[src/rtl/alu_mul_seq_pkg.sv]
// Shared definitions for the shift-and-add multiplier controller:
// ALU opcodes, FSM state encoding and the ALU instruction-word builder.
package alu_mul_pkg;

  localparam int unsigned OPC_W      = 5;
  localparam int unsigned INSN_MAX_W = 64;

  localparam logic [OPC_W-1:0] OP_NOP  = 5'b00000;
  localparam logic [OPC_W-1:0] OP_ADD  = 5'b00101;
  localparam logic [OPC_W-1:0] OP_SDRH = 5'b01110;
  localparam logic [OPC_W-1:0] OP_SDRL = 5'b01111;

  typedef enum logic [2:0] {
    S_IDLE = 3'd0,
    S_ADD  = 3'd1,
    S_SDRL = 3'd2,
    S_SDRH = 3'd3,
    S_DONE = 3'd4
  } state_t;

  // Left-justified {opcode, zeros}; callers keep the top INSN+1 bits.
  function automatic logic [INSN_MAX_W-1:0] insn_word(input logic [OPC_W-1:0] op);
    return {op, {(INSN_MAX_W-OPC_W){1'b0}}};
  endfunction

endpackage

[src/rtl/alu_mul_seq_if.sv]
// Bundle between the multiplier controller, the upstream scheduler and the
// shared ALU.
//   i_start/i_a/i_b          : start request and operands (scheduler -> mul)
//   o_busy/o_done/o_prod_*   : status and product (mul -> scheduler)
//   o_alu_insn/r1/r2/carry   : ALU operation (mul -> ALU)
//   i_alu_result             : combinational ALU result (ALU -> mul)
interface alu_mul_seq_if #(
  parameter int unsigned WORD_SIZE = 256,
  parameter int unsigned INSN      = 19
);

  logic                 i_start;
  logic [WORD_SIZE-1:0] i_a;
  logic [WORD_SIZE-1:0] i_b;
  logic                 o_busy;
  logic                 o_done;
  logic [WORD_SIZE-1:0] o_prod_hi;
  logic [WORD_SIZE-1:0] o_prod_lo;
  logic [INSN:0]        o_alu_insn;
  logic [WORD_SIZE-1:0] o_alu_r1data;
  logic [WORD_SIZE-1:0] o_alu_r2data;
  logic                 o_alu_carry;
  logic [WORD_SIZE-1:0] i_alu_result;

  modport slave (
    input  i_start, i_a, i_b, i_alu_result,
    output o_busy, o_done, o_prod_hi, o_prod_lo,
           o_alu_insn, o_alu_r1data, o_alu_r2data, o_alu_carry
  );

  modport master (
    output i_start, i_a, i_b, i_alu_result,
    input  o_busy, o_done, o_prod_hi, o_prod_lo,
           o_alu_insn, o_alu_r1data, o_alu_r2data, o_alu_carry
  );

endinterface

[src/rtl/alu_mul_seq.sv]
// Multi-cycle shift-and-add multiplier controller. Sequences the shared
// WORD_SIZE-bit ALU (ADD / SDRL / SDRH) to build a 2*WORD_SIZE-bit unsigned
// product of i_a and i_b.
//   clk   : rising-edge clock
//   rst_n : synchronous active-low reset
//   bus   : start/busy/done handshake, product and ALU drive (slave side)
// ALU drive signals are registered from the next-state values, so the ALU
// sees the operation for the state being entered on the same edge.
module alu_mul_seq
  import alu_mul_pkg::*;
#(
  parameter int unsigned WORD_SIZE = 256,
  parameter int unsigned INSN      = 19,
  parameter int unsigned CNT_W     = 9
) (
  input  logic          clk,
  input  logic          rst_n,
  alu_mul_seq_if.slave  bus
);

  localparam int unsigned INSN_W = INSN + 1;

  state_t               state_q, state_d;
  logic [WORD_SIZE-1:0] hi_q, hi_d;
  logic [WORD_SIZE-1:0] lo_q, lo_d;
  logic [WORD_SIZE-1:0] m_q, m_d;
  logic                 carry_q, carry_d;
  logic [CNT_W-1:0]     cnt_q, cnt_d;
  logic                 busy_q, busy_d;
  logic                 done_q, done_d;
  logic [WORD_SIZE-1:0] prod_hi_q, prod_hi_d;
  logic [WORD_SIZE-1:0] prod_lo_q, prod_lo_d;
  logic [INSN_W-1:0]    insn_q, insn_d;
  logic [WORD_SIZE-1:0] r1_q, r1_d;
  logic [WORD_SIZE-1:0] r2_q, r2_d;

  // Truncate the package's left-justified insn word to this ALU's width.
  function automatic logic [INSN_W-1:0] mk_insn(input logic [OPC_W-1:0] op);
    logic [INSN_MAX_W-1:0] w;
    w = insn_word(op);
    return w[INSN_MAX_W-1 -: INSN_W];
  endfunction

  // State and datapath registers.
  always_ff @(posedge clk) begin
    if (!rst_n) begin
      state_q   <= S_IDLE;
      hi_q      <= '0;
      lo_q      <= '0;
      m_q       <= '0;
      carry_q   <= 1'b0;
      cnt_q     <= '0;
      busy_q    <= 1'b0;
      done_q    <= 1'b0;
      prod_hi_q <= '0;
      prod_lo_q <= '0;
      insn_q    <= '0;
      r1_q      <= '0;
      r2_q      <= '0;
    end else begin
      state_q   <= state_d;
      hi_q      <= hi_d;
      lo_q      <= lo_d;
      m_q       <= m_d;
      carry_q   <= carry_d;
      cnt_q     <= cnt_d;
      busy_q    <= busy_d;
      done_q    <= done_d;
      prod_hi_q <= prod_hi_d;
      prod_lo_q <= prod_lo_d;
      insn_q    <= insn_d;
      r1_q      <= r1_d;
      r2_q      <= r2_d;
    end
  end

  // Next-state, datapath update and registered-output decode.
  always_comb begin
    state_d   = state_q;
    hi_d      = hi_q;
    lo_d      = lo_q;
    m_d       = m_q;
    carry_d   = carry_q;
    cnt_d     = cnt_q;
    prod_hi_d = prod_hi_q;
    prod_lo_d = prod_lo_q;
    insn_d    = mk_insn(OP_NOP);
    r1_d      = '0;
    r2_d      = '0;
    busy_d    = 1'b0;
    done_d    = 1'b0;

    case (state_q)
      S_IDLE: begin
        if (bus.i_start) begin
          m_d     = bus.i_a;
          lo_d    = bus.i_b;
          hi_d    = '0;
          carry_d = 1'b0;
          cnt_d   = '0;
          state_d = bus.i_b[0] ? S_ADD : S_SDRL;
        end
      end
      S_ADD: begin
        hi_d    = bus.i_alu_result;
        // Unsigned wrap of hi + m means the add carried out.
        carry_d = (bus.i_alu_result < hi_q);
        state_d = S_SDRL;
      end
      S_SDRL: begin
        lo_d    = bus.i_alu_result;
        state_d = S_SDRH;
      end
      S_SDRH: begin
        // Carry from the preceding ADD becomes the new MSB of hi.
        hi_d    = {carry_q, bus.i_alu_result[WORD_SIZE-2:0]};
        carry_d = 1'b0;
        cnt_d   = cnt_q + CNT_W'(1);
        if (cnt_q == CNT_W'(WORD_SIZE - 1)) begin
          state_d = S_DONE;
        end else begin
          state_d = lo_q[0] ? S_ADD : S_SDRL;
        end
      end
      S_DONE: begin
        state_d = S_IDLE;
      end
      default: begin
        state_d = S_IDLE;
      end
    endcase

    // Outputs registered for the state being entered.
    case (state_d)
      S_ADD: begin
        insn_d = mk_insn(OP_ADD);
        r1_d   = hi_d;
        r2_d   = m_d;
        busy_d = 1'b1;
      end
      S_SDRL: begin
        insn_d = mk_insn(OP_SDRL);
        r1_d   = hi_d;
        r2_d   = lo_d;
        busy_d = 1'b1;
      end
      S_SDRH: begin
        insn_d = mk_insn(OP_SDRH);
        r1_d   = hi_d;
        busy_d = 1'b1;
      end
      S_DONE: begin
        done_d    = 1'b1;
        prod_hi_d = hi_d;
        prod_lo_d = lo_d;
      end
      default: begin
        insn_d = mk_insn(OP_NOP);
      end
    endcase
  end

  assign bus.o_busy       = busy_q;
  assign bus.o_done       = done_q;
  assign bus.o_prod_hi    = prod_hi_q;
  assign bus.o_prod_lo    = prod_lo_q;
  assign bus.o_alu_insn   = insn_q;
  assign bus.o_alu_r1data = r1_q;
  assign bus.o_alu_r2data = r2_q;
  assign bus.o_alu_carry  = 1'b0;

endmodule

[src/flat_wrapper.sv]
// flat-port wrapper written by rule: the top's interface ports become plain ports
module alu_mul_seq_flat import alu_mul_pkg::*;
#(
  parameter int unsigned WORD_SIZE = 256,
  parameter int unsigned INSN      = 19,
  parameter int unsigned CNT_W     = 9
)
  (clk, rst_n, bus_i_start, bus_i_a, bus_i_b, bus_i_alu_result, bus_o_busy, bus_o_done, bus_o_prod_hi, bus_o_prod_lo, bus_o_alu_insn, bus_o_alu_r1data, bus_o_alu_r2data, bus_o_alu_carry);
  alu_mul_seq_if #(.WORD_SIZE(WORD_SIZE), .INSN(INSN)) bus_i ();
  input  logic clk;
  input  logic rst_n;
  input wire logic [$bits(bus_i.i_start)-1:0] bus_i_start;
  input wire logic [$bits(bus_i.i_a)-1:0] bus_i_a;
  input wire logic [$bits(bus_i.i_b)-1:0] bus_i_b;
  input wire logic [$bits(bus_i.i_alu_result)-1:0] bus_i_alu_result;
  output wire logic [$bits(bus_i.o_busy)-1:0] bus_o_busy;
  output wire logic [$bits(bus_i.o_done)-1:0] bus_o_done;
  output wire logic [$bits(bus_i.o_prod_hi)-1:0] bus_o_prod_hi;
  output wire logic [$bits(bus_i.o_prod_lo)-1:0] bus_o_prod_lo;
  output wire logic [$bits(bus_i.o_alu_insn)-1:0] bus_o_alu_insn;
  output wire logic [$bits(bus_i.o_alu_r1data)-1:0] bus_o_alu_r1data;
  output wire logic [$bits(bus_i.o_alu_r2data)-1:0] bus_o_alu_r2data;
  output wire logic [$bits(bus_i.o_alu_carry)-1:0] bus_o_alu_carry;
  assign bus_i.i_start = bus_i_start;
  assign bus_i.i_a = bus_i_a;
  assign bus_i.i_b = bus_i_b;
  assign bus_i.i_alu_result = bus_i_alu_result;
  assign bus_o_busy = bus_i.o_busy;
  assign bus_o_done = bus_i.o_done;
  assign bus_o_prod_hi = bus_i.o_prod_hi;
  assign bus_o_prod_lo = bus_i.o_prod_lo;
  assign bus_o_alu_insn = bus_i.o_alu_insn;
  assign bus_o_alu_r1data = bus_i.o_alu_r1data;
  assign bus_o_alu_r2data = bus_i.o_alu_r2data;
  assign bus_o_alu_carry = bus_i.o_alu_carry;
  alu_mul_seq #(.WORD_SIZE(WORD_SIZE), .INSN(INSN), .CNT_W(CNT_W)) u_core (.clk(clk), .rst_n(rst_n), .bus(bus_i));
endmodule
[config.mk]
export PLATFORM = sky130hd
export DESIGN_NAME = alu_mul_seq_flat
export DESIGN_NICKNAME = d
export VERILOG_FILES = /design/src/rtl/alu_mul_seq_pkg.sv /design/src/rtl/alu_mul_seq_if.sv /design/src/rtl/alu_mul_seq.sv /design/src/flat_wrapper.sv
export SDC_FILE = /design/constraint.sdc
export NUM_CORES = 2
export LEC_CHECK = 0
export CAP_MARGIN = 20
export CORE_AREA = 5 5 708 710
export CTS_CLUSTER_SIZE = 24
export DETAILED_ROUTE_END_ITERATION = 10
export DIE_AREA = 0 0 713 715
export PLACE_DENSITY = 0.31
export RECOVER_POWER = 50
export SYNTH_ARGS = -nofsm -noshare
export SYNTH_HDL_FRONTEND = slang
export SYNTH_SLANG_ARGS = --single-unit
[constraint.sdc]
create_clock -name clk -period 4.8 [get_ports clk]
set_input_delay 0.96 -clock clk [delete_from_list [all_inputs] [get_ports clk]]
set_output_delay 0.96 -clock clk [all_outputs]
set_load 0.01 [all_outputs]
Word level (Yosys, flattened, before mapping)
Index checks and enable logic that the tools add are counted.
{"block": "word_totals", "reg_bits": 1827, "input_bits": 771, "output_inout_bits": 1047, "wordCells": 50}
{"block": "op_classes", "n_addsub": 1, "magnitude_cmp": 1, "eq_ne": 9, "muxes": 19, "reduce_logical": 7}
{"cell": "two-way mux 256 bit", "count": 4}
{"cell": "case mux 256 bit (2 select lines)", "count": 2}
{"cell": "case mux 256 bit (3 select lines)", "count": 1}
{"cell": "less-than comparator 256 bit", "count": 1}
{"cell": "case mux 19 bit (3 select lines)", "count": 1}
{"cell": "case mux 9 bit (2 select lines)", "count": 1}
{"cell": "equality test 3 x 2 -> 1 bit (second input constant)", "count": 4}
{"cell": "case mux 3 bit (4 select lines)", "count": 1}
{"cell": "adder 9 x 1 -> 9 bit (second input constant)", "count": 1}
{"cell": "equality test 9 x 8 -> 1 bit (second input constant)", "count": 1}
{"cell": "two-way mux 9 bit", "count": 1}
{"cell": "equality test 3 x 1 -> 1 bit (second input constant)", "count": 2}
{"cell": "two-way mux 3 bit", "count": 2}
{"cell": "AND reduction 2 bit", "count": 3}
{"cell": "two-way mux 2 bit", "count": 2}
{"cell": "equality test 3 bit (second input constant)", "count": 1}
{"cell": "zero test 3 bit", "count": 1}
{"cell": "two-way mux 1 bit", "count": 3}
{"cell": "case mux 1 bit (3 select lines)", "count": 1}
{"cell": "nonzero test 3 bit", "count": 1}
{"cell": "OR reduction 3 bit", "count": 1}
{"cell": "inequality test 2 bit (second input constant)", "count": 1}
{"cell": "nonzero test 2 bit", "count": 1}

Longest topological paths before layout
{"block": "depth", "depth_word": 6, "mapped_depth": 10}

Least setup slack after synthesis
Ideal clock, no wire load.
{"block": "synth_timing", "path_type": "input port to flip-flop", "from": "input bus_i_alu_result[161]", "to": "register u_core.carry_q", "t_arrival_ps": 3082, "t_required_ps": 4730, "path_slack_ps": 1648, "stages": 9, "path_cell_list": "ha_1 -> a21o_1 -> a221o_1 -> a221oi_2 -> o2111ai_1 -> nor4_2 -> o211ai_1 -> or4_1 -> o2bb2ai_1"}
{"block": "synth_between", "elab_chain_len": 2}
{"item": "start: declaration", "line_no": "flat_wrapper.sv:15", "text": "input wire logic [$bits(bus_i.i_alu_result)-1:0] bus_i_alu_result;"}
{"item": "less-than comparator 256 bit", "line_no": "alu_mul_seq.sv:107", "text": "carry_d = (bus.i_alu_result < hi_q);"}
{"item": "case mux 1 bit (3 select lines)", "line_no": "alu_mul_seq.sv:93", "text": "case (state_q)"}
{"item": "end signal: assignment", "line_no": "alu_mul_seq.sv:65", "text": "carry_q <= carry_d;"}
{"item": "end: declaration", "line_no": "alu_mul_seq.sv:27", "text": "logic carry_q, carry_d;"}
No other way between the ends.
A chain may end at the register's enable or synchronous reset.

Worst setup path after layout
{"block": "layout_timing", "from": "input bus_i_start", "to": "register u_core.r2_q[197] (netlist: u_core.bus.o_alu_r2data[197])"}
{"block": "layout_between", "elab_chain_len": 4, "word_cells_on_any_way": 9}
{"item": "start: declaration", "line_no": "flat_wrapper.sv:12", "text": "input wire logic [$bits(bus_i.i_start)-1:0] bus_i_start;"}
{"item": "two-way mux 3 bit", "line_no": "alu_mul_seq.sv:95", "text": "if (bus.i_start) begin"}
{"item": "case mux 3 bit (4 select lines)", "line_no": "alu_mul_seq.sv:93"}
{"item": "equality test 3 x 2 -> 1 bit / equality test 3 x 1 -> 1 bit (equally long branches)", "line_no": "alu_mul_seq.sv:134", "text": "case (state_d)"}
{"item": "case mux 256 bit (2 select lines) (*)", "line_no": "alu_mul_seq.sv:134"}
{"item": "end signal: assignment", "line_no": "alu_mul_seq.sv:73", "text": "r2_q <= r2_d;"}
{"item": "end: declaration", "line_no": "alu_mul_seq.sv:35", "text": "logic [WORD_SIZE-1:0] r2_q, r2_d;"}
Every way passes the cells marked *; elsewhere a longest branch is shown, timed or not.

==> reports/qor.csv <==
metric,value,unit
status,"finished, violations left",
violations,"capacitance limit, slew limit",
cts_inserted_buffers,239,
synth_edf_count,0,
core,495200,um^2
cts-root-buf,clkbuf_16,
place_ws,-1.045,ns
finalWorstSetupSlack,0.1551,ns
final_cell_area,103000,um^2
ys.flop_type,dfxtp_1,
grt_overflow_total,0,
clockBufferDepth,4,
synthArstFlopShare,0,
dp_hpwl,374200,um
design_power_total,0.04155,W
hold_class,reg2reg,
ant_nets,0,
crit_top_cell,nand2_1,
crit_path_top_delay_cell,clkbuf_4,
synth_cells,7460,
drt-total-wl,471900,um
period_needed,4.645,ns
synth.cell_area,68700,um^2
path_clk_slew,0.06,ns
start_util,0.1387,
crit_chain,dlygate4sd3_1 -> nor2b_1 -> clkbuf_1 -> nand2_1 -> clkbuf_4 -> buf_4 -> nand2_1 -> a21boi_0 -> a22o_1,
drc,0,
grt_pass1_vias,63130,
final_cell_mix,"dfxtp_1 (1810), nand2_1 (1351), clkdlybuf4s50_1 (1340)",
layout-drive-gt1-share,0.05991,
ioPinCount,1818,
grt_max_degree,131,
avgSynthCellArea,9.210,um^2
peakVddDrop,0.0003231,V
max_freq,215.3,MHz
synth_cell_types,62,
finalHoldViolCount,0,
cpPeakStageDelay,1.40,ns
final_common_cell,dfxtp_1,
post-route-period-util,0.9677,
place_area,95030,um^2
crit_path_start_kind,input pin,
cts_tree,yes,
clock_latency,0.97,ns
dieArea,509800,um^2
via_count,62600,
grt_pass1_wl,614300,um
cap_viol_max_count,6,
grt.total_usage,0.1760,
die_h,715,um
criticalPathCategory,in2reg,
wl_per_cell,29.63,um
area_delta_synth_final,49.96,%
rows,259,
rsz0062_at_grt,no,
dp_cells,15440,
port_buffers,1800,
slew_viol_final,332,
slew-limit-headroom,-0.3899,
finalNetCount,10180,
h-tree-depth,4,
dr.pass1.iters,8,
viasPerCell,3.931,
yosys_register_bits,1810,
drtIter0Drc,3973,
critPathCaptureType,register,
synth_warnings,0,
power.density,403.3,nW/um^2
yosysSeqAreaShare,0.5274,
worstPathRequired,5.61,ns
setup_viol,0,
routabilityCongestion,0.8794,
arrival,5.45,ns
fp.dieW,713,um
fin_cells,15920,
antenna_found_initial,167,
finalClockSkew,0.1086,ns
cts_sinks,1810,
cp_max_fo,87,
tightest_slew,2.085,ns
p_leak,41.74,nW
metal layers:
metal	vias up	share of wire	wire length [um]	GRT usage
met5	-	0.0011	518	0
met4	82	0.030	14060	0.04505
met3	620	0.065	30790	0.04679
met2	1905	0.50	236200	0.3151
met1	31210	0.40	190400	0.2067
li1	28780	-	-	-
logic make-up after synthesis:
group	share of synthesized area
buffers and inverters	0.04646
other	0.00005458
flip-flops	0.5274
multiplexers	0.0001457
AO/OA/AOI/OAI	0.1748
adder cells (fa/ha/maj)	0.04680
AND/OR/NAND/NOR	0.2044
what timing repair did:
item                                    in CTS  in global routing
gates resized for setup                      1                  0
setup buffers                                0                  0
endpoints found under the setup margin       1                  0
hold buffers                                 0                  0
final cells by class:
cell class	instances	area, um^2
antenna	51	127.6
clock buffer	362	7124
clock inverter	74	1067
fill	54540	392100
inverter	262	983.4
multi-input combinational	4843	29420
sequential	1810	36230
tap	6525	8164
timing repair buffer	1997	19910
worst paths after layout:
| check | from | endpoint | slack, ns | cells past startpoint |
|---|---|---|---|---|
| setup reg to reg | u_core.state_q[1] | u_core.bus.o_alu_r2data[197] | 0.32 | 8 |
| setup / recovery | bus_i_start | u_core.bus.o_alu_r2data[197] | 0.16 | 9 |
| hold / removal | u_core.m_q[82] | u_core.m_q[82] | 0.46 | 2 |
| hold reg to reg | u_core.m_q[82] | u_core.m_q[82] | 0.46 | 2 |
Yosys cell counts (all sizes together), types with 3 or more instances:
cell type     n  area (um^2)
a2111oi       4        35.03
a21oi       101        505.5
a22oi       511         3836
a21o         28        212.7
o211a       258         2582
inv         262        983.4
nand2      1352         5075
or3           3        18.77
nor4          7        50.05
or4           3        22.52
nor2b       267         1673
clkbuf      486         1844
nand3        25        125.1
a21boi      260         1952
o21a          6        45.04
buf          75        364.1
ha          257         3216
and3          3        18.77
nand4        43        275.3
a211oi        9        67.56
o211ai        5        37.54
nor3b       255         1914
nand2b        9        56.30
and2        263         1647
nor3         13        70.07
a221oi        8        76.32
a31oi         3        18.77
nor2        799         2999
a22o        255         2233
o22ai         3        18.77
o21ai        46        230.2
and4          8        71.32
dfxtp      1810        36230
worst max-delay path, delay by kind of cell:
family                 cells  cell delay, ns
and+or+nand+nor            3            1.11
AOI/OAI and AO/OA          2            0.48
buffers and inverters      4            2.64
sequential cells by signal (all words and copies together) (netlist names), 3 cells and up:
register and cells:
u_core.lo_q 256, u_core.hi_q 256, u_core.state_q 3, u_core.bus.o_prod_hi 256, u_core.bus.o_alu_r2data 256, u_core.bus.o_alu_insn 3
u_core.m_q 256, u_core.bus.o_prod_lo 256, u_core.cnt_q 9, u_core.bus.o_alu_r1data 256
metrics by stage:
step                TNS [ns]  hold WS (ns)  utilization
finish                     0        0.4571       0.2081
global route               0        0.4648       0.2079
CTS                        0        0.4155       0.2085
detailed placement    -1.045        0.4482       0.1919
global placement      -1.033        0.4434       0.1919
floorplan                  0        0.4365            -
power by group:
part / internal [W] / switching, W
Combinational: 0.00225 / 0.00423
Clock: 0.0112 / 0.00778
Sequential: 0.0158 / 0.000280
Total: 0.0293 / 0.0123
Power figures use the tool's default switching activity.
